==> src/rtl/sr_flag_bank.sv <==
// Bank of clocked set/reset flags with optional edge-triggered set and minimum hold time.
// Each channel also keeps a saturating count of how often it has been raised.
module sr_flag_bank #(
   parameter int CHANNELS     = 4,
   parameter int SET_DOMINANT = 1,
   parameter int EDGE_SET     = 0,
   parameter int HOLD_CYCLES  = 0,
   parameter int CNT_W        = 8
) (
   input  logic                      clk,
   input  logic                      reset,
   input  logic [CHANNELS-1:0]       set,
   input  logic [CHANNELS-1:0]       clr,
   output logic [CHANNELS-1:0]       q,
   output logic [CHANNELS-1:0]       rise,
   output logic                      any,
   output logic [CHANNELS*CNT_W-1:0] raise_cnt
);

   // $clog2(1) is 0, so a zero hold still gets a one-bit counter.
   localparam int HW = (HOLD_CYCLES > 0) ? $clog2(HOLD_CYCLES + 1) : 1;
   localparam logic [HW-1:0]    HOLD_LOAD = HW'(HOLD_CYCLES);
   localparam logic [CNT_W-1:0] CNT_MAX   = {CNT_W{1'b1}};

   logic [CHANNELS-1:0] q_q, q_d;
   logic [CHANNELS-1:0] rise_q, rise_d;
   logic [CHANNELS-1:0] set_prev_q, set_prev_d;
   logic [HW-1:0]       hold_q [CHANNELS];
   logic [HW-1:0]       hold_d [CHANNELS];
   logic [CNT_W-1:0]    cnt_q  [CHANNELS];
   logic [CNT_W-1:0]    cnt_d  [CHANNELS];

   logic [CHANNELS-1:0] set_evt;
   logic [CHANNELS-1:0] clr_eff;

   // NOTE: every signal driven here gets a default first so no latch is inferred.
   always_comb begin
      set_prev_d = set;
      set_evt    = '0;
      clr_eff    = '0;
      q_d        = q_q;
      rise_d     = '0;
      for (int i = 0; i < CHANNELS; i++) begin
         hold_d[i] = hold_q[i];
         cnt_d[i]  = cnt_q[i];

         set_evt[i] = (EDGE_SET != 0) ? (set[i] & ~set_prev_q[i]) : set[i];
         clr_eff[i] = clr[i] & (hold_q[i] == '0);

         if (set_evt[i] && clr_eff[i]) begin
            q_d[i] = (SET_DOMINANT != 0);
         end else if (set_evt[i]) begin
            q_d[i] = 1'b1;
         end else if (clr_eff[i]) begin
            q_d[i] = 1'b0;
         end

         // A set event (even while already high) restarts the hold window.
         if (!q_d[i]) begin
            hold_d[i] = '0;
         end else if (set_evt[i]) begin
            hold_d[i] = HOLD_LOAD;
         end else if (hold_q[i] != '0) begin
            hold_d[i] = hold_q[i] - HW'(1);
         end

         rise_d[i] = q_d[i] & ~q_q[i];
         if (rise_d[i] && (cnt_q[i] != CNT_MAX)) begin
            cnt_d[i] = cnt_q[i] + CNT_W'(1);
         end
      end
   end

   // The previous-set sample tracks the input even during reset, so a set held
   // across reset release is not seen as a fresh edge.
   // NOTE: sequential state uses non-blocking assignments only.
   always_ff @(posedge clk) begin
      set_prev_q <= set_prev_d;
   end

   // NOTE: the hold and count arrays are ordinary flops, reset along with the flags.
   always_ff @(posedge clk) begin
      if (reset) begin
         q_q    <= '0;
         rise_q <= '0;
         for (int i = 0; i < CHANNELS; i++) begin
            hold_q[i] <= '0;
            cnt_q[i]  <= '0;
         end
      end else begin
         q_q    <= q_d;
         rise_q <= rise_d;
         for (int i = 0; i < CHANNELS; i++) begin
            hold_q[i] <= hold_d[i];
            cnt_q[i]  <= cnt_d[i];
         end
      end
   end

   always_comb begin
      raise_cnt = '0;
      for (int i = 0; i < CHANNELS; i++) begin
         raise_cnt[i*CNT_W +: CNT_W] = cnt_q[i];
      end
   end

   assign q    = q_q;
   assign rise = rise_q;
   assign any  = |q_q;

endmodule

==> config.mk <==
export PLATFORM = sky130hd
export DESIGN_NAME = sr_flag_bank
export DESIGN_NICKNAME = d
export VERILOG_FILES = /design/src/rtl/sr_flag_bank.sv
export SDC_FILE = /design/constraint.sdc
export NUM_CORES = 1
export LEC_CHECK = 0
export ABC_AREA = 1
export ABC_CLOCK_PERIOD_IN_PS = 1650
export BUFFER_PORTS_ARGS = -buffer_cell sky130_fd_sc_hd__buf_2
export CAP_MARGIN = 0
export CORE_ASPECT_RATIO = 0.9
export CORE_UTILIZATION = 50
export CTS_CLUSTER_SIZE = 14
export DETAILED_ROUTE_END_ITERATION = 10
export PLACE_DENSITY_LB_ADDON = 0.15
export SETUP_SLACK_MARGIN = 0.1
export SYNTH_ARGS = -nofsm -noshare
export SYNTH_HDL_FRONTEND = slang
export SYNTH_SLANG_ARGS = --single-unit
==> constraint.sdc <==
create_clock -name clk -period 1.65 [get_ports clk]
set_clock_uncertainty 0.15 [all_clocks]
set_input_delay 0.165 -clock clk [delete_from_list [all_inputs] [get_ports clk]]
set_output_delay 0.165 -clock clk [all_outputs]
set_load 0.05 [all_outputs]
* Word level (Yosys, flattened, before mapping) *
Memories as Yosys holds them, arrays and structs flattened.
Index checks and enable logic that the tools add are counted.

storage, ports and cells
  register bits after elaboration = 8
  bits in writable memories = 36
  memories kept = 2

operators by class
  add/subtract/negate cells = 8
  equal/unequal tests = 4
  multiplexer cells = 39
  bitwise gates (word level) = 24
  reduce and logical (&&, ||, !) cells = 9

memories
  memory  depth  bits a word  rd ports  clocked after Yosys merged registers in  write ports  RTL line  text
  cnt_q   4      8            4         0                                        4            30        logic [CNT_W-1:0] cnt_q [CHANNELS];
  hold_q  4      1            4         0                                        4            28        logic [HW-1:0] hold_q [CHANNELS];

operator list
  cell                 number
  $mux 8               8
  $add 8x1->8 const B  4
  $ne 8x8->1 const B   4
  $mux 1               31
  $and 1x1->1          8
  $logic_and 1x1->1    8
  $not 1->1            8
  $or 1x1->1           8
  $reduce_or 4->1      1
  $sub 1x1->1 const B  4

* Logic depth before layout (Yosys ltp) *
Gate-level depths: netlist (run 1).

  word-level depth = 9
  depth in mapped cells = 8
  mapped depth without buffers = 8

* Least setup slack after synthesis (run 1) *
No wires, ideal clock.

  kind = flip-flop to flip-flop
  start = memory cnt_q[1][0]
  end = memory cnt_q[1][4]
  arrival time = 1.541 ns
  setup time = 0.116 ns
  slack = -0.156 ns
  clock period less this slack = 1.806 ns
  buffers on the path = 1
  stages on the path, launching flop included = 8
  required time = 1.384 ns
  cells stage by stage = dfxtp_1 ha_1 nand2_1 inv_1 nand3_2 buf_6 a21oi_1 nor2_1

RTL lines
  element          RTL line
  start, declared  30

* Final worst setup path (run 1) *
  start = input port set[1]
  end = register q_q[1], in the netlist q[1]

on the way
  word-level cells in the longest chain between the ends = 2
  elaborated cells on any way between the ends = 3

RTL lines
  element                                      RTL line  text
  start, declared                              12        input logic [CHANNELS-1:0] set,
  $mux 1 or $logic_and 1x1->1 (tied branches)  52, 50
  $mux 1 (*)                                   50        if (set_evt[i] && clr_eff[i]) begin
  end signal, assigned                         91        q_q <= q_d;
  end, declared                                25        logic [CHANNELS-1:0] q_q, q_d;

Every way passes the cells marked *; elsewhere a longest branch is shown, timed or not.
A chain may end at the register's enable or synchronous reset.

==> impl_metrics.csv, run 1 <==
group,metric,value,unit
synthesis,yosysMostFrequentCell,"nand2_1",
routing,vias_per_cell,5.06,
routing,first_iter_violations,117,
finish,syn_to_final_growth,24.9,%
power_and_ir_drop,p_clk_share,34.7,%
worst_setup_path,cp_slowest_cell,"dlygate4sd3_1",
cts,cts_max_level,2,
worst_setup_path,crit_type,"in2reg",
finish,drive_gt1_share,29.2,%
sta,setup_tns,0,ns
finish,diodes,0,
die,io_pins,51,
synthesis,synth.avg_cell_area,6.99,sq um
worst_setup_path,endpoint_kind,"register",
placement,port_buffers,50,
worst_setup_path,cp_num_buf_inv,3,
outcome,status,"finished with violations",
global_route,met3_usage,5.19,%
routing,postRouteAntennaNets,0,
worst_setup_path,startpoint_type,"primary input",
finish,stdcell_count,385,
power_and_ir_drop,p_seq_share,50.6,%
synthesis,synthTopCellsByArea,"dfxtp_1 (41%), nand2_1 (11%), nor2_1 (10%)",
sta,max-slew-margin-rel,75.7,%
min_path,hold_path_depth,4,
sta,maxSlewViolCount,0,
power_and_ir_drop,power,2.02,mW
placement,hpwlAfterDp,2990,um
global_route,grt_first_pass_wirelength,6640,um
die,fp.dieW,68.0,um
cts,root_buffer,"clkbuf_8",
worst_setup_path,path_cells,"dlygate4sd3_1, buf_2, nor2_1, dlygate4sd3_1, nor2_1",
routing,drt_first_pass_iters,4,
global_route,grt_pass1_vias,1594,
placement,dpl_cell_area,0.00228,sq mm
synthesis,synthCells,280,
cts,cts_sinks,40,
cts,clk_pin_slew,0.07,ns
power_and_ir_drop,worst_ir_drop_vdd,581,uV
outcome,violations,"hold timing",
synthesis,synth-edff-count,0,
worst_setup_path,worst_ep_required_time,1.69,ns
cts,cts_buffers,5,
sta,worst_pin_slew,0.363,ns
synthesis,async_flop_share,0,%
sta,rsz0062_at_grt,"true",
routing,routed_wl,4140,um
die,die_area,0.00417,sq mm
power_and_ir_drop,pwr-share-comb,14.6,%
sta,holdWs,-0.00339,ns
finish,fin_nets,353,
synthesis,yosys_warnings,0,
synthesis,ys_seq_area_share,40.9,%
worst_setup_path,cp.depth,5,
worst_setup_path,crit_arrival,1.52,ns
sta,finalHoldViolations,1,
power_and_ir_drop,power.switching,569,uW
worst_setup_path,cp_top_family,"buffers and inverters",
finish,utilization,65.5,%
placement,dp_slack,0.204,ns
power_and_ir_drop,p_int,1.45,mW
global_route,grt_max_degree,14,
synthesis,synth_top_area_cell,"dfxtp_1",
cts,postCtsSetupRepairBufs,0,
die,core,0.00373,sq mm
sta,setup_ws,0.162,ns
die,num_rows,21,
die,die_h,61.4,um
flow_run,cap_violations,0,
worst_setup_path,rr_worst_depth,7,
global_route,grt_use_met2,32.2,%
routing,routedWlPerCell,10.7,um
synthesis,yosysTopAreaCellShare,40.9,%
die,initial_utilization,52.5,%
global_route,top_usage_layer,"met2",
global_route,grt_use_total,21.0,%
cts,cts_tree,"done",
cts,clockBufferDepth,2,
synthesis,yosys-top-cells-count,"nand2_1 (58), nor2_1 (54), dfxtp_1 (40)",
sta,max_clock_freq,672,MHz
global_route,antenna_found_initial,0,
worst_setup_path,worst-path-max-fanout,2,
worst_setup_path,slowest_delay,0.55,ns
synthesis,synthDistinctLibCells,24,
min_path,hold_path_class,"in2reg",
synthesis,synth-seq-cells,40,
power_and_ir_drop,netSwitchingFraction,28.2,%
synthesis,syn_area,0.00196,sq mm
routing,drc_errors,0,
global_route,grt.overflow.total,0,
sta,final-setup-viol-count,0,
power_and_ir_drop,power.density,827,mW/mm^2
sta,period_needed,1.49,ns
power_and_ir_drop,p_leak,1.16,nW
placement,place_congestion,0.806,
cts,clkLatencyLatePin,0.29,ns
global_route,grtUsageMet1,28.6,%
synthesis,ys.flop_type,"dfxtp_1",
routing,vias,1950,
synthesis,synth_nets,294,
finish,final_area,0.00244,sq mm
placement,dp.cells,373,
sta,post-route-period-util,90.2,%
## layer usage
| metal | part of all wire [%] | vias to the layer above |
|---|---|---|
| li1 | - | 1022 |
| met1 | 50 | 872 |
| met2 | 44 | 49 |
| met3 | 4.7 | 7 |
| met4 | 1.4 | 0 |
| met5 | 0 | - |
## layout make-up
type / count / area, sq um
Sequential cell: 40 / 837
Multi-Input combinational cell: 205 / 1020
Inverter: 29 / 109
Tap cell: 46 / 57.6
Timing Repair Buffer: 58 / 323
Fill cell: 355 / 1290
Clock buffer: 7 / 96.3
## repair_timing
| action | CTS | global route |
|---|---|---|
| endpoints found under the setup margin | 0 | 8 |
| gates resized for setup | 0 | 4 |
| hold endpoints to repair | 3 | 0 |
| hold buffers | 5 | 0 |
## flip-flops by register name, indices dropped and copies added, names as in the netlist
signal and cells:
cnt_q 32, rise 4, q 4
## cell families after synthesis
kind of cell	synth area share (%)
simple gates	38.0
flops	40.9
compound gates	10.2
buf+inv	7.92
fa+ha+maj	2.56
xor+xnor	0.447
## placed cells by master (no fill, tap or decap), types with 4 or more instances in the layout
| cell | n |
|---|---|
| ha_1 | 4 |
| dfxtp_2 | 20 |
| nand2_2 | 4 |
| inv_1 | 29 |
| buf_2 | 50 |
| dfxtp_1 | 17 |
| nand4_1 | 7 |
| clkbuf_8 | 7 |
| a21oi_1 | 28 |
| nand3_1 | 26 |
| dlygate4sd3_1 | 5 |
| nand2_1 | 58 |
| nor3_1 | 5 |
| nor2_1 | 52 |
## worst paths after layout
| kind | slack, ns | from | to |
|---|---|---|---|
| worst max-delay path | 0.16 | set[1] | q[1]$_SDFF_PP0_ |
| worst min-delay path | -0.003 | clr[2] | q[2]$_SDFF_PP0_ |
| worst max register to register | 0.18 | cnt_q[2][0]$_SDFFE_PP0P_ | cnt_q[2][4]$_SDFFE_PP0P_ |
| worst min register to register | 0.34 | cnt_q[0][1]$_SDFFE_PP0P_ | cnt_q[0][1]$_SDFFE_PP0P_ |
## power by group through the flow
stage | sequential (mW) | clock (mW) | combinational, mW
after CTS | 1.02 | 0.720 | 0.296
final | 1.02 | 0.702 | 0.296
after global placement | 1.04 | 0 | 0.284
after global routing | 1.03 | 0.758 | 0.322
after floorplan | 1.15 | 0 | 0.114
after detailed placement | 1.05 | 0 | 0.285
## worst min-delay path: stages
cell and delay (ns):
buf_2 0.08, nor2_1 0.03, nor2_1 0.07, nor2_1 0.04
No activity file was read; power rests on OpenSTA's default activity.
==> run 2, diff against run 1 <==
Settings changed: ABC_CLOCK_PERIOD_IN_PS 1650 to 1460, BUFFER_PORTS_ARGS -buffer_cell sky130_fd_sc_hd__buf_2 to -buffer_cell sky130_fd_sc_hd__buf_4.
Clock period 1.65 ns to 1.46 ns, I/O delays scaled along.
==> run 2 against run 1 <==
Net effect:
- the flow still finishes with violations (hold timing)
- non-clock buffer count rose by 8
- clock power rose by 31%
- via count rose by 7.6%
- critical endpoint is now cnt_q[3][0]$_SDFFE_PP0P_
- largest power group unchanged
==> impl_metrics.csv, run 2 (synthesis results as in run 1) <==
group,metric,value,unit
outcome,status,"finished with violations",
outcome,violations,"hold timing",
routing,routedWlPerCell,13.5,um
power_and_ir_drop,netSwitchingFraction,29.1,%
placement,port_buffers,50,
power_and_ir_drop,p_clk_share,36.9,%
worst_setup_path,crit_type,"reg2reg",
finish,layout_common_cells,"buf_4 (59), nand2_1 (46), nor2_1 (44)",
routing,first_iter_violations,146,
finish,syn_to_final_growth,50.8,%
cts,clk_pin_slew,0.08,ns
die,die_h,61.4,um
cts,clockBufferDepth,2,
cts,cts_tree,"done",
flow_run,cap_violations,0,
sta,maxSlewViolCount,0,
sta,period_needed,1.36,ns
die,io_pins,51,
die,fp.dieW,68.0,um
power_and_ir_drop,pwr-share-comb,16.9,%
worst_setup_path,worst-path-max-fanout,5,
cts,cts_sinks,40,
sta,holdWs,-0.00530,ns
cts,root_buffer,"clkbuf_8",
power_and_ir_drop,power.switching,723,uW
global_route,grt_pass1_vias,1707,
sta,worst_pin_slew,0.671,ns
worst_setup_path,r2r_slack,0.1,ns
finish,largest_reg_flops,32,
finish,drive_gt1_share,47.3,%
finish,largest_register,"cnt_q",
placement,dpl_cell_area,0.00256,sq mm
power_and_ir_drop,p_int,1.76,mW
worst_setup_path,crit_arrival,1.44,ns
sta,setup_tns,0,ns
power_and_ir_drop,p_leak,1.32,nW
routing,vias_per_cell,5.28,
finish,final_area,0.00295,sq mm
finish,fin_nets,364,
worst_setup_path,startpoint_type,"register",
routing,vias,2098,
routing,postRouteAntennaNets,0,
power_and_ir_drop,worst_ir_drop_vdd,731,uV
placement,place_congestion,0.828,
cts,cts_max_level,2,
min_path,hold_path_class,"in2reg",
sta,final-setup-viol-count,0,
placement,hpwlAfterDp,3310,um
finish,mostFrequentLayoutCell,"buf_4",
global_route,grt.overflow.total,0,
routing,drc_errors,0,
global_route,grt_first_pass_wirelength,7450,um
routing,drt_first_pass_iters,4,
finish,diodes,0,
die,initial_utilization,52.5,%
sta,max-slew-margin-rel,55.2,%
die,die_area,0.00417,sq mm
sta,post-route-period-util,93.3,%
cts,clkLatencyLatePin,0.29,ns
sta,max_clock_freq,735,MHz
global_route,grt_max_degree,23,
sta,rsz0062_at_grt,"true",
die,core,0.00373,sq mm
worst_setup_path,endpoint_kind,"register",
power_and_ir_drop,power.density,842,mW/mm^2
routing,routed_wl,5360,um
cts,cts_buffers,5,
worst_setup_path,worst_ep_required_time,1.54,ns
die,num_rows,21,
power_and_ir_drop,p_seq_share,46.2,%
sta,finalHoldViolations,1,
global_route,grt_use_total,24.4,%
global_route,antenna_found_initial,0,
-- run 2: path summary, 6_finish.rpt --
check	from	end	depth (start not counted)
worst min-delay path	set[0]	rise[0]$_SDFF_PP0_	3
worst max register to register	cnt_q[3][1]$_SDFFE_PP0P_	cnt_q[3][0]$_SDFFE_PP0P_	7
worst max-delay path	cnt_q[3][1]$_SDFFE_PP0P_	cnt_q[3][0]$_SDFFE_PP0P_	7
worst min register to register	cnt_q[2][6]$_SDFFE_PP0P_	cnt_q[2][6]$_SDFFE_PP0P_	2
-- run 2: cell type report --
cell class | instances | area, sq um
multi-input combinational | 208 | 1270
sequential | 40 | 888
fill | 247 | 778
timing repair buffer | 66 | 514
inverter | 29 | 109
clock buffer | 5 | 68.8
tap | 46 | 57.6
clock inverter | 3 | 42.5
-- run 2: routing by layer --
metal	vias to the layer above	wire length (um)	track usage, %
met2	82	2590	40.1
li1	1057	-	-
met4	0	98	10.7
met1	949	2380	31.3
met3	10	291	4.63
met5	-	0	0
-- run 2: metrics by stage --
| step | hold slack [ns] | power [mW] | worst slack, ns | instances | util, % |
|---|---|---|---|---|---|
| after floorplan | 0.117 | 1.43 | 0.0433 | 280 | - |
| after global placement | 0.213 | 1.53 | 0.0938 | 372 | 68.5 |
| after detailed placement | 0.219 | 1.54 | 0.0328 | 372 | 68.5 |
| after CTS | 0.0289 | 2.45 | 0.0910 | 387 | 74.0 |
| after global routing | 0.0125 | 2.57 | 0.0217 | 397 | 79.1 |
| final | -0.00530 | 2.49 | 0.0985 | 397 | 79.1 |
-- run 2: timing repair --
item                       CTS  global route
gates cloned                 1             2
setup endpoints to repair   14            33
hold buffers                 6             0
pin swaps                    0            23
gates resized for setup      5            36
hold endpoints to repair     3             0
buffers inserted             0             8
-- run 2: power by group through the flow --
stage	sequential, mW	clock (mW)	combinational (mW)
floorplan	1.29	0	0.138
global placement	1.17	0	0.354
detailed placement	1.18	0	0.361
CTS	1.15	0.925	0.375
global route	1.15	0.968	0.452
finish	1.15	0.917	0.420
-- run 2: worst max-delay path, stage by stage, from the launching register on --
cell	delay (ns)
dfxtp_4	0.38
ha_4	0.14
inv_2	0.04
nor2_4	0.18
nand2_4	0.10
nand2_4	0.11
nand2_2	0.06
a21oi_2	0.12
